--- src/rtl/moesif_snoop_responder_pkg.sv ---
// Shared types for the MOESIF snoop responder: line states, bus commands,
// FSM state encodings and the combinational snoop decode.
package moesif_snoop_responder_pkg;

  // INVALID is encoded as zero so an idle/reset cacheNewState reads as "no line".
  typedef enum logic [2:0] {
    INVALID   = 3'd0,
    MODIFIED  = 3'd1,
    OWNED     = 3'd2,
    EXCLUSIVE = 3'd3,
    SHARED    = 3'd4,
    FORWARD   = 3'd5
  } CacheLineState;

  typedef enum logic [1:0] {
    BUS_READ           = 2'd0,
    BUS_READ_EXCLUSIVE = 2'd1,
    BUS_INVALIDATE     = 2'd2
  } BusCommand;

  typedef struct packed {
    logic          supply;
    CacheLineState next_state;
  } SnoopDecode;

  // Responder FSM encodings
  localparam logic [2:0] IDLE      = 3'd0;
  localparam logic [2:0] ARBITRATE = 3'd1;
  localparam logic [2:0] LOOKUP    = 3'd2;
  localparam logic [2:0] SUPPLY    = 3'd3;
  localparam logic [2:0] UPDATE    = 3'd4;
  localparam logic [2:0] ACK       = 3'd5;

  // True for the five states that hold a usable copy of the line.
  function automatic logic is_valid_state(input CacheLineState state);
    case (state)
      MODIFIED, OWNED, EXCLUSIVE, SHARED, FORWARD: is_valid_state = 1'b1;
      default:                                     is_valid_state = 1'b0;
    endcase
  endfunction

  // Supply decision and next line state for a snooped command hitting a valid line.
  // Only dirty/forwarding copies answer with data, and never for a pure invalidate.
  function automatic SnoopDecode snoop_decode(input CacheLineState state,
                                              input BusCommand     cmd);
    SnoopDecode d;
    d.supply     = 1'b0;
    d.next_state = INVALID;
    if (cmd == BUS_READ || cmd == BUS_READ_EXCLUSIVE) begin
      case (state)
        MODIFIED, OWNED, FORWARD: d.supply = 1'b1;
        default:                  d.supply = 1'b0;
      endcase
    end
    if (cmd == BUS_READ) begin
      case (state)
        MODIFIED, OWNED:           d.next_state = OWNED;
        EXCLUSIVE, FORWARD, SHARED: d.next_state = SHARED;
        default:                   d.next_state = INVALID;
      endcase
    end
    return d;
  endfunction

endpackage

--- src/rtl/moesif_snoop_responder.sv ---
// MOESIF snoop responder: arbitrates for the cache snoop port, looks up the
// snooped line, streams the line out when this cache owns it, then writes
// the new coherence state and acknowledges the snoop.
module moesif_snoop_responder
  import moesif_snoop_responder_pkg::*;
#(
  parameter int ADDRESS_WIDTH = 32,
  parameter int DATA_WIDTH    = 32,
  parameter int OFFSET_WIDTH  = 4
) (
  input  logic                     clock,
  input  logic                     reset,
  input  logic                     snoopRequest,
  input  BusCommand                snoopCommand,
  input  logic [ADDRESS_WIDTH-1:0] snoopAddress,
  output logic                     snoopAck,
  output logic                     sharedOut,
  output logic                     ownedOut,
  output logic [DATA_WIDTH-1:0]    dataOut,
  output logic                     dataValid,
  input  logic                     dataReady,
  output logic                     arbiterRequest,
  input  logic                     arbiterGrant,
  output logic [ADDRESS_WIDTH-1:0] cacheAddress,
  input  logic                     cacheHit,
  input  CacheLineState            cacheState,
  input  logic [DATA_WIDTH-1:0]    cacheData,
  output logic                     cacheStateWrite,
  output CacheLineState            cacheNewState
);

  localparam int TAG_W = ADDRESS_WIDTH - OFFSET_WIDTH;

  logic [2:0]              state;
  BusCommand               cmd_q;
  logic [TAG_W-1:0]        line_q;
  logic [OFFSET_WIDTH-1:0] word_q;
  logic                    hit_q;
  logic                    supply_q;
  CacheLineState           next_q;

  SnoopDecode              dec;
  logic                    lookup_valid;
  logic                    unused_offset;

  // The word offset of the snooped address never matters: the whole line is addressed.
  assign unused_offset = ^snoopAddress[OFFSET_WIDTH-1:0];

  assign dec          = snoop_decode(cacheState, cmd_q);
  assign lookup_valid = cacheHit && is_valid_state(cacheState);

  // Control FSM plus the snoop context latched on entry; reset clears everything,
  // so a snoop interrupted mid-supply leaves no trace.
  always_ff @(posedge clock or posedge reset) begin
    if (reset) begin
      state    <= IDLE;
      cmd_q    <= BUS_READ;
      line_q   <= '0;
      word_q   <= '0;
      hit_q    <= 1'b0;
      supply_q <= 1'b0;
      next_q   <= INVALID;
    end else begin
      case (state)
        IDLE: begin
          if (snoopRequest) begin
            cmd_q  <= snoopCommand;
            line_q <= snoopAddress[ADDRESS_WIDTH-1:OFFSET_WIDTH];
            word_q <= '0;
            state  <= ARBITRATE;
          end
        end
        ARBITRATE: begin
          if (arbiterGrant) state <= LOOKUP;
        end
        LOOKUP: begin
          if (lookup_valid) begin
            hit_q    <= 1'b1;
            supply_q <= dec.supply;
            next_q   <= dec.next_state;
            state    <= dec.supply ? SUPPLY : UPDATE;
          end else begin
            hit_q    <= 1'b0;
            supply_q <= 1'b0;
            next_q   <= INVALID;
            state    <= ACK;
          end
        end
        SUPPLY: begin
          // Counter wraps to zero on the last handshake, so UPDATE sees word 0.
          if (dataReady) begin
            word_q <= word_q + 1'b1;
            if (word_q == '1) state <= UPDATE;
          end
        end
        UPDATE:  state <= ACK;
        ACK:     state <= IDLE;
        default: state <= IDLE;
      endcase
    end
  end

  // Outputs decode straight from registered state so reset zeroes them immediately.
  always_comb begin
    arbiterRequest  = (state != IDLE);
    dataValid       = (state == SUPPLY);
    dataOut         = dataValid ? cacheData : '0;
    cacheAddress    = {line_q, word_q};
    cacheStateWrite = (state == UPDATE);
    cacheNewState   = cacheStateWrite ? next_q : INVALID;
    snoopAck        = (state == ACK);
    sharedOut       = snoopAck && hit_q && (next_q != INVALID);
    ownedOut        = snoopAck && supply_q;
  end

endmodule

--- config.mk ---
export PLATFORM = sky130hd
export DESIGN_NAME = moesif_snoop_responder
export DESIGN_NICKNAME = d
export VERILOG_FILES = /design/src/rtl/moesif_snoop_responder_pkg.sv /design/src/rtl/moesif_snoop_responder.sv
export SDC_FILE = /design/constraint.sdc
export NUM_CORES = 1
export LEC_CHECK = 0
export CAP_MARGIN = 20
export CORE_AREA = 5 5 81 83
export CTS_CLUSTER_DIAMETER = 30
export DETAILED_ROUTE_END_ITERATION = 8
export DIE_AREA = 0 0 86 88
export PLACE_DENSITY = 0.85
export SLEW_MARGIN = 0
export SYNTH_ARGS = -nofsm -noshare
export SYNTH_HDL_FRONTEND = slang
export SYNTH_SLANG_ARGS = --single-unit
export TNS_END_PERCENT = 10
--- constraint.sdc ---
create_clock -name clock -period 3.23 [get_ports clock]
set_clock_uncertainty 0.15 [all_clocks]
set_input_delay 0.8075 -clock clock [delete_from_list [all_inputs] [get_ports clock]]
set_output_delay 0.8075 -clock clock [all_outputs]
set_load 0.01 [all_outputs]
==> impl_metrics.ini <==
[floorplanning]
initial_core_util_pct = 36.8
num_io_pins = 148
die_h_um = 88
dieArea_um2 = 7570
die_w_um = 86
core_um2 = 5780
rows = 28

[final_layout]
area_growth_syn_to_layout_pct = 74.7
post-route-util_pct = 64.3
final_cell_mix = 142 x clkdlybuf4s50_1, 41 x dfrtp_1, 34 x and2_1, 29 x mux2_2, 15 x nand2_1
drive_above_1_share_pct = 13.6
fin_nets = 405
diodes = 0
layout_commonest_cell = clkdlybuf4s50_1

[sta]
rsz0062_at_grt = no
post-route-min-period_ns = 2.99
hold_viol = 0
setup_ws_ns = 0.236
setup-tns-final_ns = 0
drv_slew = 0
finalSetupViolations = 0
post-route-period-util_pct = 92.7
clock.fmax_mhz = 334
max_slew_margin_pct = 65.5
worst_pin_slew_ns = 0.518

[global_routing]
grt_usage_pct = 16.5
grt_max_degree = 42
gr-total-overflow = 0
grt_pass1_wl_mm = 9.93
grt_pass1_vias = 2027
antenna_found_initial = 0

[clock_network]
hold_buffers = 0
ctsResizeCount = 0
cts_setup_buffers = 0
worstSkewPairLatency_ns = 0.28
clkSinkCount = 41
tritoncts = done
cts_buffers = 5
root_buffer = clkbuf_8
cts.htree.levels = 2
cts.path.max_buffers = 2
path_clk_slew_ns = 0.08

[critical_path]
start_kind = flop
worst_ep_required_time_ns = 2.27
worstSetupEndpointType = output port
critPathMaxFanout = 33
path_cells = and3b_1 -> buf_4 -> and2_1 -> clkdlybuf4s50_1
cp.arrival_ns = 2.04
critPathKind = flop to output port
crit_path_max_incr_delay_ns = 0.55
slowest_stage = clkdlybuf4s50_1

[pwr]
p_leak_nw = 1.56
vdd_drop_max_uv = 446
pwr_density_cell_nw_per_um2 = 778

[placement]
dpl.hpwl_mm = 5.02
gp_congestion = 0.767
dp_slack_ns = 0.335
numPortBuffers = 142

[yosys]
synth_top_area_cell = dfrtp_1
syn-num-nets = 265
ys_types = 41
yosys_warnings = 0
synth_top_cell_area_share_pct = 48.2
ys_ff_latch = 41
synthTopCellsByArea = dfrtp_1 48%, mux2_2 15%, and2_1 10%
avgSynthCellArea_um2 = 11.3
netlist_area_um2 = 2130
seq_area_frac_synth_pct = 48.2
netlist_instances = 189

[worst_hold_path]
worst_hold_path_type = flop to flop

[detailed_routing]
via_count = 1872
drc = 0
drt_iter0_drc = 80
via_per_inst = 4.62
wire_per_inst_um = 15.7
routed_wl_mm = 6.35
dr.pass1.iters = 4
ant_nets = 0

[flow_run]
drv_cap = 0

[outcome]
status = finished clean
[worst paths after layout]
| kind | from | end | slack, ns | depth (start not counted) |
|---|---|---|---|---|
| worst max-delay path | state[2] | dataOut[31] | 0.24 | 4 |
| worst min register to register | supply_q | supply_q | 0.32 | 2 |
| max in group asynchronous | reset | line_q[4] | 1.78 | 3 |
| worst max register to register | state[2] | line_q[26] | 1.34 | 4 |
| worst min-delay path | supply_q | supply_q | 0.32 | 2 |
| min in group asynchronous | reset | line_q[11] | 0.79 | 3 |
[power by group]
group	internal [mW]	total, mW	switching [mW]	leakage [nW]
clock network	0.252	0.425	0.173	0.0585
registers	0.758	0.891	0.133	0.501
logic	0.939	1.58	0.637	0.998
[state kept, by name (all words and copies together), names as in the netlist]
register / cells
line_q: 28
word_q: 4
state: 3
cmd_q: 2
next_q: 2
hit_q: 1
supply_q: 1
[area by class of cell]
type | count | area, um2
fill | 489 | 2060
timing repair buffer | 148 | 1470
sequential | 41 | 1030
multi-input combinational | 131 | 1010
tap | 75 | 93.8
clock buffer | 7 | 86.3
clock inverter | 1 | 30.0
inverter | 2 | 7.51
[per-stage QoR]
| step | hold WS, ns | instances | instance area (um2) | power [mW] |
|---|---|---|---|---|
| after floorplan | 0.288 | 189 | 2130 | 1.68 |
| after global placement | 0.306 | 397 | 3600 | 2.45 |
| after CTS | 0.328 | 405 | 3720 | 2.93 |
| final | 0.323 | 405 | 3720 | 2.89 |
| after global routing | 0.352 | 405 | 3720 | 3.09 |
| after detailed placement | 0.309 | 397 | 3600 | 2.50 |
[kinds of logic (layout without fill, tap and decap cells)]
family                     after synthesis  after routing  share of synthesized area (%)
AOI/OAI and AO/OA                       18             18                           6.58
xor gates and xnor gates                 1              1                          0.412
adders and majority gates                1              1                          0.588
buffers and inverters                   17            158                           4.41
DFF                                     41             41                           48.2
muxes                                   29             29                           15.3
other                                    1              1                          0.176
and+or+nand+nor                         81             81                           24.3
[synth_stat cells (all sizes together)]
cell type  count
nor2b          3
nand4b         2
nor4           1
and2          34
ha             1
or4b           1
conb           1
a221o          1
inv            2
or3            2
nor2           4
or3b           2
o211a          1
o41ai          1
and3           2
a32o           1
or4            1
a21o           1
o21bai         1
xnor2          1
nor4b          1
nor3b          2
buf            9
nand2b         2
and4           1
or4bb          1
nand3          4
o211ai         4
dfrtp         41
clkbuf         6
nand4          1
o21ai          3
a21oi          2
o221ai         1
nand2         15
and3b          2
mux2          29
o31ai          2
[metal layers]
layer / vias to the layer above / track usage, % / share of wire, %
li1: 935 / - / -
met1: 878 / 19.1 / 40
met2: 46 / 28.9 / 53
met3: 13 / 5.36 / 5.3
met4: 0 / 5.18 / 2.1
met5: - / 0 / 0
[critical path, delay by kind of cell (launching register included)]
kind                   cells  cell delay [ns]
buffers and inverters      2             0.84
and+or+nand+nor            2             0.53
DFF                        1             0.38
(Power assumes the default switching activity.)
